$ cat config.mk
export PLATFORM = sky130hd
export DESIGN_NAME = nasti_buf
export DESIGN_NICKNAME = d
export VERILOG_FILES = /design/src/rtl/nasti_buf_pkg.sv /design/src/rtl/nasti_buf_fifo.sv /design/src/rtl/nasti_buf.sv
export SDC_FILE = /design/constraint.sdc
export NUM_CORES = 1
export LEC_CHECK = 0
export ABC_AREA = 1
export BUFFER_PORTS_ARGS = -buffer_cell sky130_fd_sc_hd__buf_2
export CAP_MARGIN = 0
export CORE_MARGIN = 4
export CORE_UTILIZATION = 52
export CTS_CLUSTER_SIZE = 20
export DETAILED_ROUTE_END_ITERATION = 8
export PLACE_DENSITY_LB_ADDON = 0.15
export SYNTH_ARGS = -nofsm -noshare
export SYNTH_HDL_FRONTEND = slang
export SYNTH_HIERARCHICAL = 1
export SYNTH_SLANG_ARGS = --single-unit
$ cat constraint.sdc
create_clock -name clk -period 3.4 [get_ports clk]
set_clock_uncertainty 0.05 [all_clocks]
set_input_delay 0.34 -clock clk [delete_from_list [all_inputs] [get_ports clk]]
set_output_delay 0.34 -clock clk [all_outputs]
set_load 0.005 [all_outputs]
$ cat src/rtl/nasti_buf_pkg.sv
// Field widths and payload-width helpers shared by the NASTI channel buffer.
package nasti_buf_pkg;

  localparam int LEN    = 8;
  localparam int SIZE   = 3;
  localparam int BURST  = 2;
  localparam int CACHE  = 4;
  localparam int PROT   = 3;
  localparam int QOS    = 4;
  localparam int REGION = 4;
  localparam int RESP   = 2;

  // An illegal configuration yields width 0, which breaks elaboration loudly.
  function automatic bit widths_ok(input int id_w, input int addr_w, input int data_w, input int user_w);
    return (id_w > 0) && (addr_w > 0) && (data_w > 0) && (data_w % 8 == 0) && (user_w > 0);
  endfunction

  function automatic int aw_width(input int id_w, input int addr_w, input int data_w, input int user_w);
    return widths_ok(id_w, addr_w, data_w, user_w) ?
           id_w + addr_w + LEN + SIZE + BURST + 1 + CACHE + PROT + QOS + REGION + user_w : 0;
  endfunction

  function automatic int ar_width(input int id_w, input int addr_w, input int data_w, input int user_w);
    return aw_width(id_w, addr_w, data_w, user_w);
  endfunction

  function automatic int w_width(input int id_w, input int addr_w, input int data_w, input int user_w);
    return widths_ok(id_w, addr_w, data_w, user_w) ? data_w + data_w / 8 + 1 + user_w : 0;
  endfunction

  function automatic int b_width(input int id_w, input int addr_w, input int data_w, input int user_w);
    return widths_ok(id_w, addr_w, data_w, user_w) ? id_w + RESP + user_w : 0;
  endfunction

  function automatic int r_width(input int id_w, input int addr_w, input int data_w, input int user_w);
    return widths_ok(id_w, addr_w, data_w, user_w) ? id_w + data_w + RESP + 1 + user_w : 0;
  endfunction

  function automatic int cnt_width(input int depth);
    return (depth == 0) ? 1 : $clog2(depth + 1);
  endfunction

endpackage

$ cat src/rtl/nasti_buf_fifo.sv
// One-channel valid/ready FIFO; DEPTH=0 is a wire, 1-cycle latency otherwise.
// NASTI_BUF_FALLTHROUGH_EN lets an empty FIFO forward the input beat combinationally.
module nasti_buf_fifo
  import nasti_buf_pkg::*;
#(
  parameter int WIDTH = 8,
  parameter int DEPTH = 2,
  localparam int CW = cnt_width(DEPTH)
) (
  input  logic             clk,
  input  logic             rst,
  input  logic             in_valid,
  output logic             in_ready,
  input  logic [WIDTH-1:0] in_data,
  output logic             out_valid,
  input  logic             out_ready,
  output logic [WIDTH-1:0] out_data,
  output logic [CW-1:0]    count
);

  if (DEPTH == 0) begin : g_wire
    assign out_valid = in_valid & ~rst;
    assign in_ready  = out_ready & ~rst;
    assign out_data  = in_data;
    assign count     = '0;
  end else begin : g_fifo
    localparam int PW = (DEPTH > 1) ? $clog2(DEPTH) : 1;

    logic [WIDTH-1:0] mem [DEPTH];
    logic [PW-1:0]    rd_ptr, wr_ptr;
    logic [CW-1:0]    cnt_q;
    logic             empty, full, push, pop, bypass;

    function automatic logic [PW-1:0] next_ptr(input logic [PW-1:0] p);
      return (p == PW'(DEPTH - 1)) ? '0 : p + PW'(1);
    endfunction

    assign empty    = (cnt_q == '0);
    assign full     = (cnt_q == CW'(DEPTH));
    assign in_ready = ~full & ~rst;

`ifdef NASTI_BUF_FALLTHROUGH_EN
    assign bypass    = empty & in_valid & out_ready & ~rst;
    assign out_valid = ~empty | (in_valid & ~rst);
    assign out_data  = empty ? in_data : mem[rd_ptr];
`else
    assign bypass    = 1'b0;
    assign out_valid = ~empty;
    assign out_data  = mem[rd_ptr];
`endif

    // A bypassed beat never touches storage, so it is neither a push nor a pop.
    assign push  = in_valid & in_ready & ~bypass;
    assign pop   = out_valid & out_ready & ~bypass;
    assign count = cnt_q;

    always_ff @(posedge clk) begin
      if (rst) begin
        rd_ptr <= '0;
        wr_ptr <= '0;
        cnt_q  <= '0;
      end else begin
        if (push) wr_ptr <= next_ptr(wr_ptr);
        if (pop)  rd_ptr <= next_ptr(rd_ptr);
        case ({push, pop})
          2'b10:   cnt_q <= cnt_q + CW'(1);
          2'b01:   cnt_q <= cnt_q - CW'(1);
          default: ;
        endcase
      end
    end

    always_ff @(posedge clk) begin
      if (push) mem[wr_ptr] <= in_data;
    end
  end

endmodule

$ cat src/rtl/nasti_buf.sv
// Five independent per-channel FIFOs between a NASTI master and slave; optional
// NASTI_BUF_FALLTHROUGH_EN gives zero-latency bypass on empty channels.
module nasti_buf
  import nasti_buf_pkg::*;
#(
  parameter int ID_WIDTH   = 1,
  parameter int ADDR_WIDTH = 8,
  parameter int DATA_WIDTH = 8,
  parameter int USER_WIDTH = 1,
  parameter int AW_DEPTH   = 2,
  parameter int W_DEPTH    = 2,
  parameter int B_DEPTH    = 2,
  parameter int AR_DEPTH   = 2,
  parameter int R_DEPTH    = 2
) (
  input  logic                          clk,
  input  logic                          rst,
  input  logic                          s_aw_valid,
  output logic                          s_aw_ready,
  input  logic [ID_WIDTH-1:0]           s_aw_id,
  input  logic [ADDR_WIDTH-1:0]         s_aw_addr,
  input  logic [LEN-1:0]                s_aw_len,
  input  logic [SIZE-1:0]               s_aw_size,
  input  logic [BURST-1:0]              s_aw_burst,
  input  logic                          s_aw_lock,
  input  logic [CACHE-1:0]              s_aw_cache,
  input  logic [PROT-1:0]               s_aw_prot,
  input  logic [QOS-1:0]                s_aw_qos,
  input  logic [REGION-1:0]             s_aw_region,
  input  logic [USER_WIDTH-1:0]         s_aw_user,
  output logic                          m_aw_valid,
  input  logic                          m_aw_ready,
  output logic [ID_WIDTH-1:0]           m_aw_id,
  output logic [ADDR_WIDTH-1:0]         m_aw_addr,
  output logic [LEN-1:0]                m_aw_len,
  output logic [SIZE-1:0]               m_aw_size,
  output logic [BURST-1:0]              m_aw_burst,
  output logic                          m_aw_lock,
  output logic [CACHE-1:0]              m_aw_cache,
  output logic [PROT-1:0]               m_aw_prot,
  output logic [QOS-1:0]                m_aw_qos,
  output logic [REGION-1:0]             m_aw_region,
  output logic [USER_WIDTH-1:0]         m_aw_user,
  input  logic                          s_w_valid,
  output logic                          s_w_ready,
  input  logic [DATA_WIDTH-1:0]         s_w_data,
  input  logic [DATA_WIDTH/8-1:0]       s_w_strb,
  input  logic                          s_w_last,
  input  logic [USER_WIDTH-1:0]         s_w_user,
  output logic                          m_w_valid,
  input  logic                          m_w_ready,
  output logic [DATA_WIDTH-1:0]         m_w_data,
  output logic [DATA_WIDTH/8-1:0]       m_w_strb,
  output logic                          m_w_last,
  output logic [USER_WIDTH-1:0]         m_w_user,
  output logic                          s_b_valid,
  input  logic                          s_b_ready,
  output logic [ID_WIDTH-1:0]           s_b_id,
  output logic [RESP-1:0]               s_b_resp,
  output logic [USER_WIDTH-1:0]         s_b_user,
  input  logic                          m_b_valid,
  output logic                          m_b_ready,
  input  logic [ID_WIDTH-1:0]           m_b_id,
  input  logic [RESP-1:0]               m_b_resp,
  input  logic [USER_WIDTH-1:0]         m_b_user,
  input  logic                          s_ar_valid,
  output logic                          s_ar_ready,
  input  logic [ID_WIDTH-1:0]           s_ar_id,
  input  logic [ADDR_WIDTH-1:0]         s_ar_addr,
  input  logic [LEN-1:0]                s_ar_len,
  input  logic [SIZE-1:0]               s_ar_size,
  input  logic [BURST-1:0]              s_ar_burst,
  input  logic                          s_ar_lock,
  input  logic [CACHE-1:0]              s_ar_cache,
  input  logic [PROT-1:0]               s_ar_prot,
  input  logic [QOS-1:0]                s_ar_qos,
  input  logic [REGION-1:0]             s_ar_region,
  input  logic [USER_WIDTH-1:0]         s_ar_user,
  output logic                          m_ar_valid,
  input  logic                          m_ar_ready,
  output logic [ID_WIDTH-1:0]           m_ar_id,
  output logic [ADDR_WIDTH-1:0]         m_ar_addr,
  output logic [LEN-1:0]                m_ar_len,
  output logic [SIZE-1:0]               m_ar_size,
  output logic [BURST-1:0]              m_ar_burst,
  output logic                          m_ar_lock,
  output logic [CACHE-1:0]              m_ar_cache,
  output logic [PROT-1:0]               m_ar_prot,
  output logic [QOS-1:0]                m_ar_qos,
  output logic [REGION-1:0]             m_ar_region,
  output logic [USER_WIDTH-1:0]         m_ar_user,
  output logic                          s_r_valid,
  input  logic                          s_r_ready,
  output logic [ID_WIDTH-1:0]           s_r_id,
  output logic [DATA_WIDTH-1:0]         s_r_data,
  output logic [RESP-1:0]               s_r_resp,
  output logic                          s_r_last,
  output logic [USER_WIDTH-1:0]         s_r_user,
  input  logic                          m_r_valid,
  output logic                          m_r_ready,
  input  logic [ID_WIDTH-1:0]           m_r_id,
  input  logic [DATA_WIDTH-1:0]         m_r_data,
  input  logic [RESP-1:0]               m_r_resp,
  input  logic                          m_r_last,
  input  logic [USER_WIDTH-1:0]         m_r_user,
  output logic [cnt_width(AW_DEPTH)-1:0] aw_count,
  output logic [cnt_width(W_DEPTH)-1:0]  w_count,
  output logic [cnt_width(B_DEPTH)-1:0]  b_count,
  output logic [cnt_width(AR_DEPTH)-1:0] ar_count,
  output logic [cnt_width(R_DEPTH)-1:0]  r_count
);

  localparam int AWW = aw_width(ID_WIDTH, ADDR_WIDTH, DATA_WIDTH, USER_WIDTH);
  localparam int WW  = w_width(ID_WIDTH, ADDR_WIDTH, DATA_WIDTH, USER_WIDTH);
  localparam int BW  = b_width(ID_WIDTH, ADDR_WIDTH, DATA_WIDTH, USER_WIDTH);
  localparam int ARW = ar_width(ID_WIDTH, ADDR_WIDTH, DATA_WIDTH, USER_WIDTH);
  localparam int RW  = r_width(ID_WIDTH, ADDR_WIDTH, DATA_WIDTH, USER_WIDTH);

  logic [AWW-1:0] aw_in, aw_out;
  logic [WW-1:0]  w_in, w_out;
  logic [BW-1:0]  b_in, b_out;
  logic [ARW-1:0] ar_in, ar_out;
  logic [RW-1:0]  r_in, r_out;

  // Fields packed MSB first in declaration order.
  assign aw_in = {s_aw_id, s_aw_addr, s_aw_len, s_aw_size, s_aw_burst, s_aw_lock,
                  s_aw_cache, s_aw_prot, s_aw_qos, s_aw_region, s_aw_user};
  assign {m_aw_id, m_aw_addr, m_aw_len, m_aw_size, m_aw_burst, m_aw_lock,
          m_aw_cache, m_aw_prot, m_aw_qos, m_aw_region, m_aw_user} = aw_out;
  assign w_in = {s_w_data, s_w_strb, s_w_last, s_w_user};
  assign {m_w_data, m_w_strb, m_w_last, m_w_user} = w_out;
  assign b_in = {m_b_id, m_b_resp, m_b_user};
  assign {s_b_id, s_b_resp, s_b_user} = b_out;
  assign ar_in = {s_ar_id, s_ar_addr, s_ar_len, s_ar_size, s_ar_burst, s_ar_lock,
                  s_ar_cache, s_ar_prot, s_ar_qos, s_ar_region, s_ar_user};
  assign {m_ar_id, m_ar_addr, m_ar_len, m_ar_size, m_ar_burst, m_ar_lock,
          m_ar_cache, m_ar_prot, m_ar_qos, m_ar_region, m_ar_user} = ar_out;
  assign r_in = {m_r_id, m_r_data, m_r_resp, m_r_last, m_r_user};
  assign {s_r_id, s_r_data, s_r_resp, s_r_last, s_r_user} = r_out;

  nasti_buf_fifo #(.WIDTH(AWW), .DEPTH(AW_DEPTH)) u_aw (
    .clk, .rst, .in_valid(s_aw_valid), .in_ready(s_aw_ready), .in_data(aw_in),
    .out_valid(m_aw_valid), .out_ready(m_aw_ready), .out_data(aw_out), .count(aw_count));

  nasti_buf_fifo #(.WIDTH(WW), .DEPTH(W_DEPTH)) u_w (
    .clk, .rst, .in_valid(s_w_valid), .in_ready(s_w_ready), .in_data(w_in),
    .out_valid(m_w_valid), .out_ready(m_w_ready), .out_data(w_out), .count(w_count));

  nasti_buf_fifo #(.WIDTH(BW), .DEPTH(B_DEPTH)) u_b (
    .clk, .rst, .in_valid(m_b_valid), .in_ready(m_b_ready), .in_data(b_in),
    .out_valid(s_b_valid), .out_ready(s_b_ready), .out_data(b_out), .count(b_count));

  nasti_buf_fifo #(.WIDTH(ARW), .DEPTH(AR_DEPTH)) u_ar (
    .clk, .rst, .in_valid(s_ar_valid), .in_ready(s_ar_ready), .in_data(ar_in),
    .out_valid(m_ar_valid), .out_ready(m_ar_ready), .out_data(ar_out), .count(ar_count));

  nasti_buf_fifo #(.WIDTH(RW), .DEPTH(R_DEPTH)) u_r (
    .clk, .rst, .in_valid(m_r_valid), .in_ready(m_r_ready), .in_data(r_in),
    .out_valid(s_r_valid), .out_ready(s_r_ready), .out_data(r_out), .count(r_count));

endmodule

After elaboration in Yosys (flattened, before gate mapping)
Memories as Yosys holds them, arrays and structs flattened. A register that Yosys moved wholly into a read port is not among the register bits. Index checks and enable logic that the tools add are counted.

Register bits after elaboration: 20. Bits in writable memories: 212. Input bits: 118. Output and inout bits: 126. Logic and storage cells: 126. Memories: 5.

Memories: u_ar.g_fifo.mem (depth 2, bits a word 39, rd ports 1, clocked after memory_dff 1, wr ports 1, line nasti_buf_fifo.sv:29) `logic [WIDTH-1:0] mem [DEPTH];`; u_aw.g_fifo.mem (depth 2, bits a word 39, rd ports 1, clocked after memory_dff 1, wr ports 1, line nasti_buf_fifo.sv:29); u_r.g_fifo.mem (depth 2, bits a word 13, rd ports 1, clocked after memory_dff 1, wr ports 1, line nasti_buf_fifo.sv:29); u_w.g_fifo.mem (depth 2, bits a word 11, rd ports 1, clocked after memory_dff 1, wr ports 1, line nasti_buf_fifo.sv:29); u_b.g_fifo.mem (depth 2, bits a word 4, rd ports 1, clocked after memory_dff 1, wr ports 1, line nasti_buf_fifo.sv:29).

Add/subtract/negate cells: 20. Eq/ne operators: 15. Mux-type cells: 35. Bitwise gates (word level): 26. Reduce and logical (&&, ||, !) cells: 10.

Operators by type and width (number): $mux 1 (30); $eq 2x2->1 const B (10); $pmux 2 s2 (5); $and 1x1->1 (15); $not 1->1 (11); $add 1x1->1 const B (10); $add 2x1->2 const B (5); $eq 2x1->1 const B (5); $logic_not 2->1 (5); $reduce_bool 2->1 (5); $sub 2x1->2 const B (5).

Depth between registers and ports, before layout
Gate-level depths: netlist of run 1.

Depth after elaboration: 6. Depth in mapped cells: 10. Mapped depth without buffers: 10.

By module
Netlist of run 1, hierarchy kept.

By module, submodules not included: nasti_buf_fifo (u_ar ...) (instances 2, cells an instance 162, area each 3115.5 um^2, seq. area each 2442.3 um^2); nasti_buf_fifo (u_r) (instances 1, cells an instance 81, area each 1261.2 um^2, seq. area each 880.8 um^2); nasti_buf_fifo (u_w) (instances 1, cells an instance 75, area each 1123.6 um^2, seq. area each 760.7 um^2); nasti_buf_fifo (u_b) (instances 1, cells an instance 53, area each 570.5 um^2, seq. area each 340.3 um^2).

Worst setup path before layout of run 1
OpenSTA, ideal clock, no wires.

Path type: register -> register. Start: reg u_ar.g_fifo.cnt_q[0] (netlist: u_ar/count[0]). End: mem u_ar/g_fifo.mem[0][0] (netlist bit) (enable). Setup time: 0.435 ns. Arrival: 2.300 ns. Required time: 2.915 ns. Path slack: 0.614 ns. Stages on the path, launching flop included: 5. Buffers on the path: 0. Period minus slack after synthesis: 2.786 ns. Cell sequence: dfxtp_1 > inv_1 > nand2_1 > nand3_1 > nor2_1.

Longest elaborated chain between the ends: 6.

Ends and longest elaborated chain: start: declaration (line nasti_buf_fifo.sv:31) `logic [CW-1:0] cnt_q;`; start signal: assignment (line nasti_buf_fifo.sv:66) `2'b10: cnt_q <= cnt_q + CW'(1);`; start signal: assignment (line nasti_buf_fifo.sv:67) `2'b01: cnt_q <= cnt_q - CW'(1);`; $eq 2x2->1 (line nasti_buf_fifo.sv:39) `assign full = (cnt_q == CW'(DEPTH));`; $not 1->1 (line nasti_buf_fifo.sv:40) `assign in_ready = ~full & ~rst;`; $and 1x1->1 (line nasti_buf_fifo.sv:40); $and 1x1->1 (line nasti_buf_fifo.sv:53) `assign push = in_valid & in_ready & ~bypass;`; $mux 1 (line nasti_buf_fifo.sv:74) `if (push) mem[wr_ptr] <= in_data;`; $mux 1 (not written as such) (line nasti_buf_fifo.sv:74); end: declaration (line nasti_buf_fifo.sv:29).

Every way passes these cells.

==> results.py, run 1 <==
metrics = {
    "outcome": {
        "run_status": "complete, no violations",
    },
    "synthesis": {
        "syn_inst": 533,
        "synth_most_common_cell": "edfxtp_1",
        "yosysTopAreaCellShare_pct": 69.3,
        "synth_top_area_cell": "edfxtp_1",
        "netlist_area_mm2": 0.00919,
        "ys_seq_area_share_pct": 74.7,
        "ys_ff_latch": 237,
        "yosysWarningCount": 6,
        "synth_nets": 656,
        "avgSynthCellArea_um2": 17.2,
        "synth_edf_count": 212,
        "ys_types": 24,
        "yosys-top-cells-count": "edfxtp_1 (212), mux2_2 (66), nor2_1 (42), inv_1 (40), mux2_4 (40)",
        "netlist_top_cells_area": "edfxtp_1 (69%), mux2_2 (8.1%), mux2_4 (6.5%)",
        "synthArstFlopShare_pct": 0,
        "synth_ff_type": "edfxtp_1",
    },
    "placed_design": {
        "port_buffers": 243,
        "dpl.hpwl_um": 12700,
        "gp_congestion": 0.790,
        "placed_area_mm2": 0.0106,
        "dp.cells": 996,
    },
    "final_layout": {
        "fill_cells": 1136,
        "syn2layout_area_growth_pct": 35.7,
        "utilization_pct": 72.1,
        "final_area_mm2": 0.0125,
        "instances_no_fill": 1147,
        "nNetsFinal": 1026,
        "drive_gt1_share_pct": 45.7,
    },
    "sta": {
        "fin_crit_sh_pct": 72.9,
        "max_freq_mhz": 403,
        "worst_pin_slew_ns": 1.06,
        "setup_viol": 0,
        "finalCriticalPeriod_ns": 2.48,
        "slew_headroom_pct": 29.2,
        "tns_ns": 0,
        "hold_violations": 0,
        "final_max_slew_viol_count": 0,
        "rsz0062_at_grt": "no",
    },
    "hold_path": {
        "min_to": "u_w/g_fifo.rd_ptr$_SDFFE_PP0P_",
        "min-delay-start": "m_w_ready",
        "hold_class": "input pin to flip-flop",
        "holdPathStages": 5,
    },
    "floorplanning": {
        "chipHeight_um": 141,
        "dieArea_mm2": 0.0199,
        "io_pins": 244,
        "initial_core_util_pct": 53.1,
        "rows": 48,
        "die_w_um": 141,
        "core_mm2": 0.0173,
    },
    "setup_path": {
        "reg2reg_depth": 4,
        "rr_endpoint": "u_w/g_fifo.mem[0][1]$_DFFE_PP_",
        "reg2reg_from": "u_w/count[0]$_SDFFE_PP0P_",
        "crit_required_ns": 3.01,
        "reg2reg_slack_ns": 1.64,
        "arrival_ns": 2.09,
        "critical_path.max_fanout": 39,
        "end_kind": "output port",
        "critPathLaunchType": "flip-flop",
        "worstSetupPathType": "flip-flop to output port",
    },
    "route": {
        "drc_errors": 0,
        "dr_total_vias": 5600,
        "wire_per_inst_um": 17.0,
        "drt_iter0_markers": 335,
        "drt_pass1_iterations": 6,
        "totalWireLength_um": 19500,
        "vias_per_cell": 4.88,
        "antenna_left": 0,
    },
    "power_and_ir_drop": {
        "p_leak_nw": 5.03,
        "switching_share_pct": 22.9,
        "p_seq_share_pct": 49.8,
        "p_comb_share_pct": 14.2,
        "ir_drop_uv": 637,
        "p_clk_share_pct": 36.1,
        "powerDensity_mw_per_mm2": 564,
        "p_int_mw": 5.42,
        "p_sw_mw": 1.61,
    },
    "global_route": {
        "grt-ovfl-total": 0,
        "grt_max_degree": 40,
        "grt_antenna_before_repair": 1,
        "grt_usage_pct": 19.3,
        "grt_pass1_vias": 5916,
        "grt_first_pass_wirelength_um": 30300,
    },
    "cts": {
        "cts_root_buffer": "clkbuf_16",
        "worstSkewPairLatency_ns": 0.49,
        "clk_pin_slew_ns": 0.06,
        "numClockSinks": 237,
        "cts_max_level": 1,
        "numCtsBuffers": 24,
        "clk_path_buf_depth": 3,
        "cts_tree": "done",
    },
    "job": {
        "max_cap_violations": 0,
    },
}
-- kinds of logic after synthesis --
| kind of cell | count (synthesis) | synth area share (%) |
|---|---|---|
| flip-flops | 237 | 74.7 |
| AND/OR/NAND/NOR | 105 | 5.45 |
| multiplexers | 106 | 14.6 |
| AO/OA/AOI/OAI | 20 | 1.21 |
| buffers and inverters | 60 | 3.28 |
| adder cells (fa/ha/maj) | 5 | 0.681 |
-- worst max-delay path, cell delays in order, from the launching register on --
cell and delay (ns):
dfxtp_2 1.01, mux2_2 0.43, buf_2 0.14
-- stage by stage --
step / setup WS (ns) / hold slack (ns) / power, mW
2_1_floorplan: 0.614 / 0.389 / 4.07
3_3_place_gp: 1.46 / 0.430 / 4.43
3_5_place_dp: 1.40 / 0.439 / 4.46
4_1_cts: 0.872 / 0.128 / 7.10
5_1_grt: 0.805 / 0.145 / 7.36
6_report: 0.920 / 0.147 / 7.03
-- power by group through the flow --
stage / Sequential (mW) / Combinational [mW] / Clock [mW]
after floorplan: 3.47 / 0.605 / 0
after global routing: 3.52 / 1.09 / 2.74
after detailed placement: 3.56 / 0.900 / 0
after CTS: 3.50 / 1.00 / 2.59
after global placement: 3.55 / 0.874 / 0
final: 3.50 / 0.997 / 2.54
-- routing by layer --
layer / global-route usage (%) / up-vias / share of wire, %
li1: - / 2691 / -
met1: 22.8 / 2691 / 38
met2: 34.8 / 185 / 53
met3: 4.55 / 33 / 6.7
met4: 6.02 / 0 / 2.6
met5: 0 / - / 0
-- layout by cell type (no fill, tap or decap), types with 3 or more instances in the layout --
| master | Yosys | final |
|---|---|---|
| buf_2 | 0 | 243 |
| edfxtp_1 | 212 | 212 |
| dlygate4sd3_1 | 0 | 106 |
| mux2_2 | 66 | 66 |
| inv_1 | 40 | 40 |
| mux2_4 | 40 | 40 |
| nor2_1 | 42 | 40 |
| nand2_1 | 35 | 35 |
| clkbuf_16 | 0 | 25 |
| dfxtp_1 | 25 | 23 |
| a21oi_1 | 10 | 10 |
| nand4_1 | 10 | 10 |
| clkinv_2 | 3 | 8 |
| o21ai_0 | 7 | 7 |
| inv_2 | 6 | 6 |
| nand2_2 | 6 | 6 |
| clkbuf_1 | 0 | 5 |
| clkinv_1 | 0 | 5 |
| ha_1 | 5 | 5 |
| buf_4 | 4 | 5 |
| nand2_4 | 4 | 4 |
| nor2_2 | 3 | 3 |
| o21ai_2 | 3 | 3 |
-- registers in the layout, summed over array words and instances, names as in the netlist, named ones only --
name	count
u_ar/count	2
u_ar/g_fifo.mem	78
u_ar/g_fifo.rd_ptr	1
u_ar/g_fifo.wr_ptr	1
u_aw/count	2
u_aw/g_fifo.mem	78
u_aw/g_fifo.rd_ptr	1
u_aw/g_fifo.wr_ptr	1
u_b/count	2
u_b/g_fifo.mem	8
u_b/g_fifo.rd_ptr	1
u_b/g_fifo.wr_ptr	1
u_r/count	2
u_r/g_fifo.mem	26
u_r/g_fifo.rd_ptr	1
u_r/g_fifo.wr_ptr	1
u_w/count	2
u_w/g_fifo.mem	22
u_w/g_fifo.rd_ptr	1
u_w/g_fifo.wr_ptr	1
-- repair_timing --
item                                   4_1_cts  5_1_grt
resized for setup                            0        0
setup endpoints to repair                    0        0
setup buffers                                0        0
endpoints found under the hold margin      212        0
hold buffers                               106        0
-- area by class of cell --
cell class	count	area (µm²)	share of cell area, %
Tap cell	225	282	2.26
Timing Repair Buffer	354	2310	18.6
Inverter	50	196	1.58
Sequential cell	237	6870	55.1
Clock buffer	31	658	5.28
Antenna cell	1	2.50	0.0201
Clock inverter	13	113	0.903
Multi-Input combinational cell	236	2030	16.3
-- how the worst max path moves through the flow --
stage                                 endpoint  slack (ns)  cells after the start                  startpoint
6_report                         m_aw_cache[2]        0.92                      2                   flip-flop
5_1_grt                              m_aw_user        0.81                      2                   flip-flop
4_1_cts                          m_aw_cache[2]        0.87                      2                   flip-flop
3_5_place_dp                     m_aw_cache[2]        1.40                      2                   flip-flop
3_3_place_gp                       m_ar_len[4]        1.46                      2                   flip-flop
2_1_floorplan  u_ar/g_fifo.mem[0][0]$_DFFE_PP_        0.61                      4  u_ar/count[0]$_SDFFE_PP0P_
No activity file was read; power rests on OpenSTA's default activity.
==> inputs of run 2 (changes only) <==
Settings changed: ABC_AREA 1 to 0.
Clock period 3.4 ns to 2.4 ns, I/O delays scaled along.
==> run 2 against run 1 <==
Hold slack worse by 0.080 ns. Sequential share of layout area up 1.7 points. Critical path depth up 1. Sequential power up 47%. First-iteration DRC count down 41%. Register-to-register slack worse by 1.2 ns.
==> results.py, run 2 <==
metrics = {
    "final_layout": {
        "final_common_cell": "buf_2",
        "top_regs": "u_ar/g_fifo.mem x78, u_aw/g_fifo.mem x78, u_r/g_fifo.mem x26",
        "nNetsFinal": 957,
        "drive_gt1_share_pct": 46.6,
        "n_antenna_cell": 0,
        "utilization_pct": 73.2,
        "syn2layout_area_growth_pct": 38.3,
        "final_cell_mix": "buf_2 (243), edfxtp_1 (212), dlygate4sd3_1 (106), mux2_2 (105), clkbuf_16 (25)",
    },
    "cts": {
        "cts_tree": "done",
        "post-cts-setup-buffers": 0,
        "cts_root_buffer": "clkbuf_16",
        "cts_max_level": 1,
        "clk_pin_slew_ns": 0.06,
        "post_cts_resized": 0,
        "clk_path_buf_depth": 3,
        "hold_buffers": 106,
        "numClockSinks": 237,
        "worstSkewPairLatency_ns": 0.49,
        "numCtsBuffers": 25,
    },
    "synthesis": {
        "netlist_area_mm2": 0.00875,
        "ys_types": 19,
        "yosys-top-cells-count": "edfxtp_1 (212), mux2_2 (105), dfxtp_1 (25), nor2_1 (25), or3_1 (15)",
        "avgSynthCellArea_um2": 19.1,
        "yosysWarningCount": 6,
        "synth_most_common_cell": "edfxtp_1",
        "synth_edf_count": 212,
        "ys_ff_latch": 237,
        "synthArstFlopShare_pct": 0,
        "synth_ff_type": "edfxtp_1",
        "syn_inst": 458,
        "netlist_top_cells_area": "edfxtp_1 (73%), mux2_2 (14%), dfxtp_1 (5.7%)",
        "synth_top_area_cell": "edfxtp_1",
        "synth_nets": 581,
        "yosysTopAreaCellShare_pct": 72.8,
        "ys_seq_area_share_pct": 78.5,
    },
    "sta": {
        "tns_ns": 0,
        "max_freq_mhz": 480,
        "worst_pin_slew_ns": 0.616,
        "finalCriticalPeriod_ns": 2.08,
        "setup_viol": 0,
        "slew_headroom_pct": 58.9,
        "hold_violations": 0,
        "rsz0062_at_grt": "no",
        "fin_crit_sh_pct": 86.8,
        "final_max_slew_viol_count": 0,
    },
    "hold_path": {
        "hold_class": "input pin to flip-flop",
    },
    "power_and_ir_drop": {
        "p_leak_nw": 4.64,
        "ir_drop_uv": 749,
        "powerDensity_mw_per_mm2": 911,
        "p_total_mw": 11.0,
    },
    "global_route": {
        "grt_pass1_vias": 5547,
        "grt_usage_pct": 18.6,
        "grt-ovfl-total": 0,
        "grt_antenna_before_repair": 2,
        "grt_first_pass_wirelength_um": 27600,
        "grt_max_degree": 40,
    },
    "setup_path": {
        "end_kind": "output port",
        "arrival_ns": 1.79,
        "critPathLaunchType": "flip-flop",
        "critical_path.max_fanout": 39,
        "crit_required_ns": 2.11,
        "worstSetupPathType": "flip-flop to output port",
    },
    "floorplanning": {
        "dieArea_mm2": 0.0190,
        "io_pins": 244,
        "die_w_um": 138,
        "core_mm2": 0.0165,
        "initial_core_util_pct": 52.9,
        "chipHeight_um": 138,
        "rows": 47,
    },
    "job": {
        "max_cap_violations": 0,
    },
    "placed_design": {
        "dpl.hpwl_um": 11700,
        "port_buffers": 243,
        "gp_congestion": 0.767,
    },
    "route": {
        "drt_iter0_markers": 197,
        "drc_errors": 0,
        "totalWireLength_um": 18400,
        "vias_per_cell": 4.97,
        "drt_pass1_iterations": 4,
        "wire_per_inst_um": 17.2,
        "antenna_left": 0,
        "dr_total_vias": 5298,
    },
    "outcome": {
        "run_status": "complete, no violations",
    },
}
[run 2: cell count changes after synthesis, sizes merged, moves of 10 or more]
| cell | change |
|---|---|
| xnor2 | +10 |
| inv | -41 |
| nor2 | -20 |
| nand2 | -45 |
| or3 | +15 |
| nand4 | -10 |
[run 2: cell type report]
type / instances / area [µm²]
Clock buffer: 31 / 648
Clock inverter: 9 / 61.3
Fill cell: 1001 / 4430
Inverter: 5 / 18.8
Multi-Input combinational cell: 206 / 1820
Sequential cell: 237 / 6870
Tap cell: 220 / 275
Timing Repair Buffer: 359 / 2400
[run 2: cells by family (layout without fill, tap and decap cells)]
group | Yosys count | after routing | synth area share, %
AO/OA/AOI/OAI | 25 | 25 | 1.57
XOR/XNOR | 15 | 15 | 1.50
adder cells (fa/ha/maj) | 5 | 5 | 0.715
buffers and inverters | 15 | 404 | 0.844
flip-flops | 237 | 237 | 78.5
multiplexers | 106 | 106 | 13.6
AND/OR/NAND/NOR | 55 | 55 | 3.22
[run 2: routing by layer]
metal	track usage (%)	up-vias	share of wire (%)
met2	34.0	187	53
li1	-	2517	-
met4	5.71	4	2.9
met3	5.77	43	8.6
met1	20.9	2547	36
met5	0	-	0.14
[run 2: final timing paths]
kind / startpoint / to / slack (ns) / cells after the start
worst max-delay path: flip-flop / m_ar_len[6] / 0.32 / 3
worst max register to register: u_ar/count[0]$_SDFFE_PP0P_ / u_ar/count[1]$_SDFFE_PP0P_ / 0.42 / 5
worst min register to register: u_ar/g_fifo.rd_ptr$_SDFFE_PP0P_ / u_ar/g_fifo.rd_ptr$_SDFFE_PP0P_ / 0.46 / 2
worst min-delay path: s_aw_valid / u_aw/g_fifo.wr_ptr$_SDFFE_PP0P_ / 0.07 / 4
[run 2: worst max-delay path, cell delays in order, from the launching register on]
cell and delay (ns):
dfxtp_2 0.31, buf_4 0.42, mux2_2 0.40, buf_2 0.14
[run 2: power by group]
| group | internal [mW] | switching [mW] | total [mW] |
|---|---|---|---|
| Clock | 1.99 | 1.36 | 3.35 |
| Sequential | 4.92 | 0.237 | 5.16 |
| Combinational | 1.38 | 1.14 | 2.52 |
[run 2: stage by stage]
step / std cells / worst slack (ns) / cell area, µm² / hold WS (ns)
floorplan: 458 / 0.0589 / 8750 / 0.259
global placement: 921 / 0.531 / 10300 / 0.379
detailed placement: 921 / 0.429 / 10300 / 0.381
CTS: 1067 / 0.286 / 12100 / 0.0418
global route: 1067 / 0.234 / 12100 / 0.0836
finish: 1067 / 0.318 / 12100 / 0.0668
